### src/rtl/ps2_scan_rx.sv
// PS/2 keyboard receiver: turns raw clock/data pins into toggling 11-bit key events.
// Handles the E0/F0 prefixes, skips the E1 Pause sequence, and flags parity, stop and timeout errors.
module ps2_scan_rx #(
  parameter int FILTER_LEN = 8,
  parameter int TIMEOUT    = 48000
) (
  input  logic        clk_24,
  input  logic        reset,
  input  logic        ps2_clk,
  input  logic        ps2_data,
  output logic [10:0] ps2_key,
  output logic        key_strobe,
  output logic        frame_err
);

  localparam int FW = $clog2(FILTER_LEN + 1);
  localparam int TW = $clog2(TIMEOUT + 1);

  typedef enum logic [1:0] {IDLE, DATA, PARITY, STOP} state_t;

  logic [1:0]    clk_sync;
  logic [1:0]    data_sync;
  logic [FW-1:0] filt_cnt;
  logic          clk_filt;
  logic          clk_filt_d;
  logic          fall;
  logic          data_s;

  state_t        state;
  logic [2:0]    bit_idx;
  logic [7:0]    shreg;
  logic          par_bit;
  logic [TW-1:0] to_cnt;
  logic          ext;
  logic          rel;
  logic [2:0]    skip;
  logic          byte_ok;
  logic          is_noise;

  assign data_s  = data_sync[1];
  assign fall    = clk_filt_d & ~clk_filt;
  // Odd parity: data plus parity bit must hold an odd number of ones.
  assign byte_ok = data_s & (^{shreg, par_bit});
  assign is_noise = (shreg == 8'hFA) || (shreg == 8'hAA) || (shreg == 8'hEE) ||
                    (shreg == 8'hFE) || (shreg == 8'h00) || (shreg == 8'hFF);

  always_ff @(posedge clk_24 or negedge reset) begin
    if (!reset) begin
      clk_sync   <= 2'b00;
      data_sync  <= 2'b00;
      filt_cnt   <= '0;
      clk_filt   <= 1'b0;
      clk_filt_d <= 1'b0;
    end else begin
      clk_sync   <= {clk_sync[0], ps2_clk};
      data_sync  <= {data_sync[0], ps2_data};
      clk_filt_d <= clk_filt;
      if (clk_sync[1] == clk_filt) begin
        filt_cnt <= '0;
      end else if (filt_cnt == FW'(FILTER_LEN - 1)) begin
        clk_filt <= clk_sync[1];
        filt_cnt <= '0;
      end else begin
        filt_cnt <= filt_cnt + 1'b1;
      end
    end
  end

  always_ff @(posedge clk_24 or negedge reset) begin
    if (!reset) begin
      state      <= IDLE;
      bit_idx    <= 3'd0;
      shreg      <= 8'h00;
      par_bit    <= 1'b0;
      to_cnt     <= '0;
      ext        <= 1'b0;
      rel        <= 1'b0;
      skip       <= 3'd0;
      ps2_key    <= 11'h000;
      key_strobe <= 1'b0;
      frame_err  <= 1'b0;
    end else begin
      key_strobe <= 1'b0;
      frame_err  <= 1'b0;
      // A stalled frame is abandoned, but prefixes already seen stay armed.
      if (state != IDLE && !fall && to_cnt == TW'(TIMEOUT - 1)) begin
        state     <= IDLE;
        to_cnt    <= '0;
        frame_err <= 1'b1;
      end else if (fall) begin
        to_cnt <= '0;
        case (state)
          IDLE: begin
            if (!data_s) begin
              state   <= DATA;
              bit_idx <= 3'd0;
            end
          end
          DATA: begin
            shreg   <= {data_s, shreg[7:1]};
            bit_idx <= bit_idx + 3'd1;
            if (bit_idx == 3'd7) state <= PARITY;
          end
          PARITY: begin
            par_bit <= data_s;
            state   <= STOP;
          end
          STOP: begin
            state <= IDLE;
            if (!byte_ok) begin
              frame_err <= 1'b1;
              ext       <= 1'b0;
              rel       <= 1'b0;
              skip      <= 3'd0;
            end else if (skip != 3'd0) begin
              skip <= skip - 3'd1;
            end else if (shreg == 8'hE1) begin
              skip <= 3'd7;
            end else if (shreg == 8'hE0) begin
              ext <= 1'b1;
            end else if (shreg == 8'hF0) begin
              rel <= 1'b1;
            end else if (!(is_noise && !ext && !rel)) begin
              ps2_key    <= {~ps2_key[10], ~rel, ext, shreg};
              key_strobe <= 1'b1;
              ext        <= 1'b0;
              rel        <= 1'b0;
            end
          end
          default: state <= IDLE;
        endcase
      end else if (state != IDLE) begin
        to_cnt <= to_cnt + 1'b1;
      end
    end
  end

endmodule

### config.mk
export PLATFORM = sky130hd
export DESIGN_NAME = ps2_scan_rx
export DESIGN_NICKNAME = d
export VERILOG_FILES = /design/src/rtl/ps2_scan_rx.sv
export SDC_FILE = /design/constraint.sdc
export NUM_CORES = 1
export LEC_CHECK = 0
export CAP_MARGIN = 20
export CORE_MARGIN = 1.5
export CORE_UTILIZATION = 50
export CTS_CLUSTER_DIAMETER = 30
export CTS_CLUSTER_SIZE = 30
export DETAILED_ROUTE_END_ITERATION = 7
export PLACE_DENSITY_LB_ADDON = 0.12
export SYNTH_ARGS = -nofsm -noshare
export SYNTH_HDL_FRONTEND = slang
export SYNTH_SLANG_ARGS = --single-unit
### constraint.sdc
create_clock -name clk_24 -period 2.7 [get_ports clk_24]
set_input_delay 0.27 -clock clk_24 [delete_from_list [all_inputs] [get_ports clk_24]]
set_output_delay 0.27 -clock clk_24 [all_outputs]
set_load 0.01 [all_outputs]
==> metrics.txt <==
# TYPE chip_impl_metric gauge
chip_impl_metric{name="detailedRoute.firstPassIterationCount",unit=""} 4
chip_impl_metric{name="layout-drive-gt1-share",unit=""} 0.1546
chip_impl_metric{name="post_layout_nonfiller_instances",unit=""} 363
chip_impl_metric{name="place_ws",unit="ns"} 0.3500
chip_impl_metric{name="floorplan.initialDensity",unit=""} 0.5242
chip_impl_info{name="timing.hold.worst.class",value="in2async"} 1
chip_impl_metric{name="h-tree-depth",unit=""} 3
chip_impl_metric{name="holdBufCountCts",unit=""} 0
chip_impl_metric{name="antenna_violating_nets_post_route",unit=""} 0
chip_impl_metric{name="post_synth.cell_area_avg",unit="um2"} 10.84
chip_impl_metric{name="area_growth",unit="%"} 14.00
chip_impl_info{name="ctsRootBufferMaster",value="clkbuf_8"} 1
chip_impl_metric{name="max_slew_margin",unit=""} 0.5241
chip_impl_metric{name="report.final.setup_viol",unit=""} 0
chip_impl_metric{name="max_stage_delay",unit="ns"} 0.52
chip_impl_metric{name="diodes",unit=""} 0
chip_impl_metric{name="die_area",unit="um2"} 6274
chip_impl_metric{name="finalNetCount",unit=""} 300
chip_impl_metric{name="max_cap_viol_count",unit=""} 0
chip_impl_metric{name="proportion_of_synthesized_chip_area_in_sequential_cells",unit=""} 0.4998
chip_impl_metric{name="place_hpwl",unit="mm"} 3.470
chip_impl_metric{name="cp.required",unit="ns"} 2.92
chip_impl_info{name="startpoint_type",value="flip-flop"} 1
chip_impl_metric{name="synth_seq_cells",unit=""} 58
chip_impl_metric{name="syn-instance-count",unit=""} 268
chip_impl_metric{name="placement.io_buffers",unit=""} 16
chip_impl_metric{name="syn_area",unit="um2"} 2904
chip_impl_metric{name="maximum_buffer_depth_of_the_clock_tree",unit=""} 2
chip_impl_metric{name="period_needed",unit="ns"} 2.348
chip_impl_metric{name="floorplan.io_pins",unit=""} 17
chip_impl_metric{name="dp.cells",unit=""} 347
chip_impl_metric{name="place_congestion",unit=""} 0.7853
chip_impl_info{name="dominantRegCellSynth",value="dfrtp_1"} 1
chip_impl_metric{name="routed-via-count",unit=""} 1967
chip_impl_metric{name="die_y",unit="um"} 79.21
chip_impl_metric{name="coreArea",unit="um2"} 5540
chip_impl_metric{name="cts.repair_timing.setup_buffer_count",unit=""} 0
chip_impl_info{name="cpMaxStageDelayCell",value="dfrtp_1"} 1
chip_impl_info{name="rsz0062_at_grt",value="no"} 1
chip_impl_metric{name="floorplan.die.width",unit="um"} 79.21
chip_impl_info{name="synthTopCellsByArea",value="dfrtp_1 (50%), mux2_4 (4.7%), ha_1 (4.3%)"} 1
chip_impl_metric{name="post_drt_via_cell_ratio",unit=""} 5.419
chip_impl_info{name="cp-end-kind",value="flip-flop"} 1
chip_impl_metric{name="timing.final.crit_share",unit=""} 0.8696
chip_impl_metric{name="post-route-drc-count",unit=""} 0
chip_impl_metric{name="cts.sink_count",unit=""} 58
chip_impl_metric{name="report.final.slew_viol_count",unit=""} 0
chip_impl_metric{name="std_cell_rows",unit=""} 27
chip_impl_metric{name="yosys_warnings",unit=""} 0
chip_impl_metric{name="vdd.ir_drop.worst",unit="mV"} 0.5179
chip_impl_info{name="result_of_the_run",value="completed"} 1
chip_impl_metric{name="initial_antenna_violation_count",unit=""} 0
chip_impl_metric{name="routed_wl",unit="mm"} 5.049
chip_impl_info{name="critical_path.most_common_cell",value="mux2_4"} 1
chip_impl_metric{name="p_leak",unit="nW"} 1.582
chip_impl_metric{name="postCtsResizedCells",unit=""} 0
chip_impl_metric{name="max_clock_freq",unit="GHz"} 0.4259
chip_impl_metric{name="grt_overflow",unit=""} 0
chip_impl_metric{name="critical_path.max_fanout",unit=""} 12
chip_impl_metric{name="finalHoldViolations",unit=""} 0
chip_impl_metric{name="grt_pass1_vias",unit=""} 2001
chip_impl_metric{name="clkTransAtPathRegs",unit="ns"} 0.07
chip_impl_metric{name="groute.usage.overall",unit=""} 0.1871
chip_impl_metric{name="grt_max_degree",unit=""} 59
chip_impl_metric{name="worst_clock_skew",unit="ns"} 0.009052
chip_impl_metric{name="postLayoutCoreUtil",unit=""} 0.5976
chip_impl_info{name="cts_tree",value="yes"} 1
chip_impl_metric{name="timing.reg2reg.setup_slack",unit="ns"} 0.35
chip_impl_metric{name="post-route-worst-setup-slack",unit="ns"} 0.3521
chip_impl_metric{name="yosysUniqueCellTypes",unit=""} 46
chip_impl_metric{name="global_route_wire_length_before_repair",unit="mm"} 8.963
chip_impl_metric{name="yosysTopAreaCellShare",unit=""} 0.4998
chip_impl_metric{name="async_flop_share",unit=""} 1.000
chip_impl_metric{name="clk-insertion-delay-late",unit="ns"} 0.34
chip_impl_metric{name="synth_fp_nets",unit=""} 282
chip_impl_metric{name="tritoncts.num_buffers",unit=""} 9
chip_impl_info{name="criticalPathCategory",value="reg2reg"} 1
chip_impl_info{name="synth_largest_area_cell",value="dfrtp_1"} 1
chip_impl_metric{name="edff_count_synth",unit=""} 0
chip_impl_metric{name="cp.arrival",unit="ns"} 2.57
chip_impl_metric{name="worstMarginPinSlew",unit="ns"} 0.7138
chip_impl_metric{name="detail_route.iter0.violations",unit=""} 115
chip_impl_info{name="timing.critical_path.cells",value="xor2_1 -> xnor3_1 -> mux2_4 -> nand3b_4 -> mux2_4"} 1
chip_impl_metric{name="avgRoutedWirePerCell",unit="um"} 13.91
chip_impl_metric{name="p_per_area",unit="nW/um2"} 722.4
chip_impl_metric{name="totalNegativeSetupSlack",unit="ns"} 0
[area by class of cell]
cell class / count / area [um2]
Fill cell: 470 / 2230
Sequential cell: 58 / 1451
Multi-Input combinational cell: 189 / 1364
Timing Repair Buffer: 19 / 177.7
Clock buffer: 9 / 123.9
Tap cell: 72 / 90.09
Clock inverter: 7 / 70.07
Inverter: 9 / 33.78
[cells by family after synthesis]
kind of cell | Yosys count | share of synthesized area
AOI/OAI and AO/OA | 37 | 0.08359
xor gates and xnor gates | 19 | 0.06678
adders and majority gates | 10 | 0.04308
buffers and inverters | 21 | 0.03059
DFF | 58 | 0.4998
muxes | 21 | 0.09263
and+or+nand+nor | 102 | 0.1835
[power breakdown]
group | internal (mW) | total [mW] | switching (mW) | leakage, nW
registers | 0.961 | 1.06 | 0.0995 | 0.791
clock network | 0.421 | 0.780 | 0.359 | 0.0873
logic | 0.246 | 0.551 | 0.305 | 0.704
total | 1.63 | 2.39 | 0.764 | 1.58
[stage by stage]
stage	hold slack [ns]	cell area [um2]	power, mW
final	0.07288	3311	2.392
after global routing	0.1516	3311	2.542
after CTS	0.1011	3311	2.427
after detailed placement	0.3372	3117	1.634
after global placement	0.3329	3117	1.621
after floorplan	-0.02559	2904	1.487
[Yosys cell counts (2+ instances only)]
master     n
a21oi_1    8
a22o_1     4
a31o_2     2
a31oi_1    3
and2_1     2
and3_1     2
buf_2      2
clkbuf_1   9
dfrtp_1   58
ha_1      10
inv_1      9
mux2_2    11
mux2_4     9
nand2_1   26
nand2b_1   3
nand3_1   14
nand3b_1   3
nand4_1    6
nand4b_1   2
nor2_1    22
nor2b_1    4
nor3_1     4
nor4_1     3
nor4bb_1   2
o21ai_0   12
or3_1      2
xnor2_1    8
xnor3_1    2
xor2_1     9
[critical path, delay by kind of cell, from the launching register on]
| family | cells | cell delay (ns) |
|---|---|---|
| muxes | 2 | 0.72 |
| DFF | 1 | 0.52 |
| xor gates and xnor gates | 2 | 0.69 |
| and+or+nand+nor | 1 | 0.30 |
[path summary, 6_finish.rpt]
path,start,cells after the start,endpoint
max,shreg[4],5,ps2_key[2]
min,reset,2,ps2_key[10]
max reg2reg,shreg[4],5,ps2_key[2]
min reg2reg,data_sync[0],0,data_sync[1]
max in group asynchronous,reset,2,state[1]
min in group clk_24,data_sync[0],0,data_sync[1]
[metal layers]
| metal | GRT usage | routed length, um |
|---|---|---|
| met5 | 0 | 0 |
| met4 | 0.09825 | 112 |
| met3 | 0.04943 | 143 |
| met2 | 0.3017 | 2358 |
| met1 | 0.2295 | 2435 |
[state kept, by name, summed over array words and instances, names as in the netlist]
| register | cells |
|---|---|
| clk_sync | 2 |
| ps2_key | 11 |
| frame_err | 1 |
| filt_cnt | 4 |
| par_bit | 1 |
| clk_filt_d | 1 |
| ext | 1 |
| shreg | 8 |
| state | 2 |
| key_strobe | 1 |
| to_cnt | 16 |
| data_sync | 2 |
| skip | 3 |
| rel | 1 |
| bit_idx | 3 |
| clk_filt | 1 |
[cells in the final DEF, fill, tap and decap left out, types with 4 or more instances in the layout]
cell type / instances
a21oi_1: 8
nor2b_1: 4
mux2_4: 9
xnor2_1: 8
clkinvlp_4: 4
nor2_1: 22
dfrtp_1: 58
clkdlybuf4s50_1: 15
o21ai_0: 12
ha_1: 10
nand3_1: 14
nand4_1: 6
nand2_1: 26
xor2_1: 9
clkbuf_8: 9
a22o_1: 4
nor3_1: 4
inv_1: 9
mux2_2: 11
Note: power is estimated with default switching activity, not from simulation.
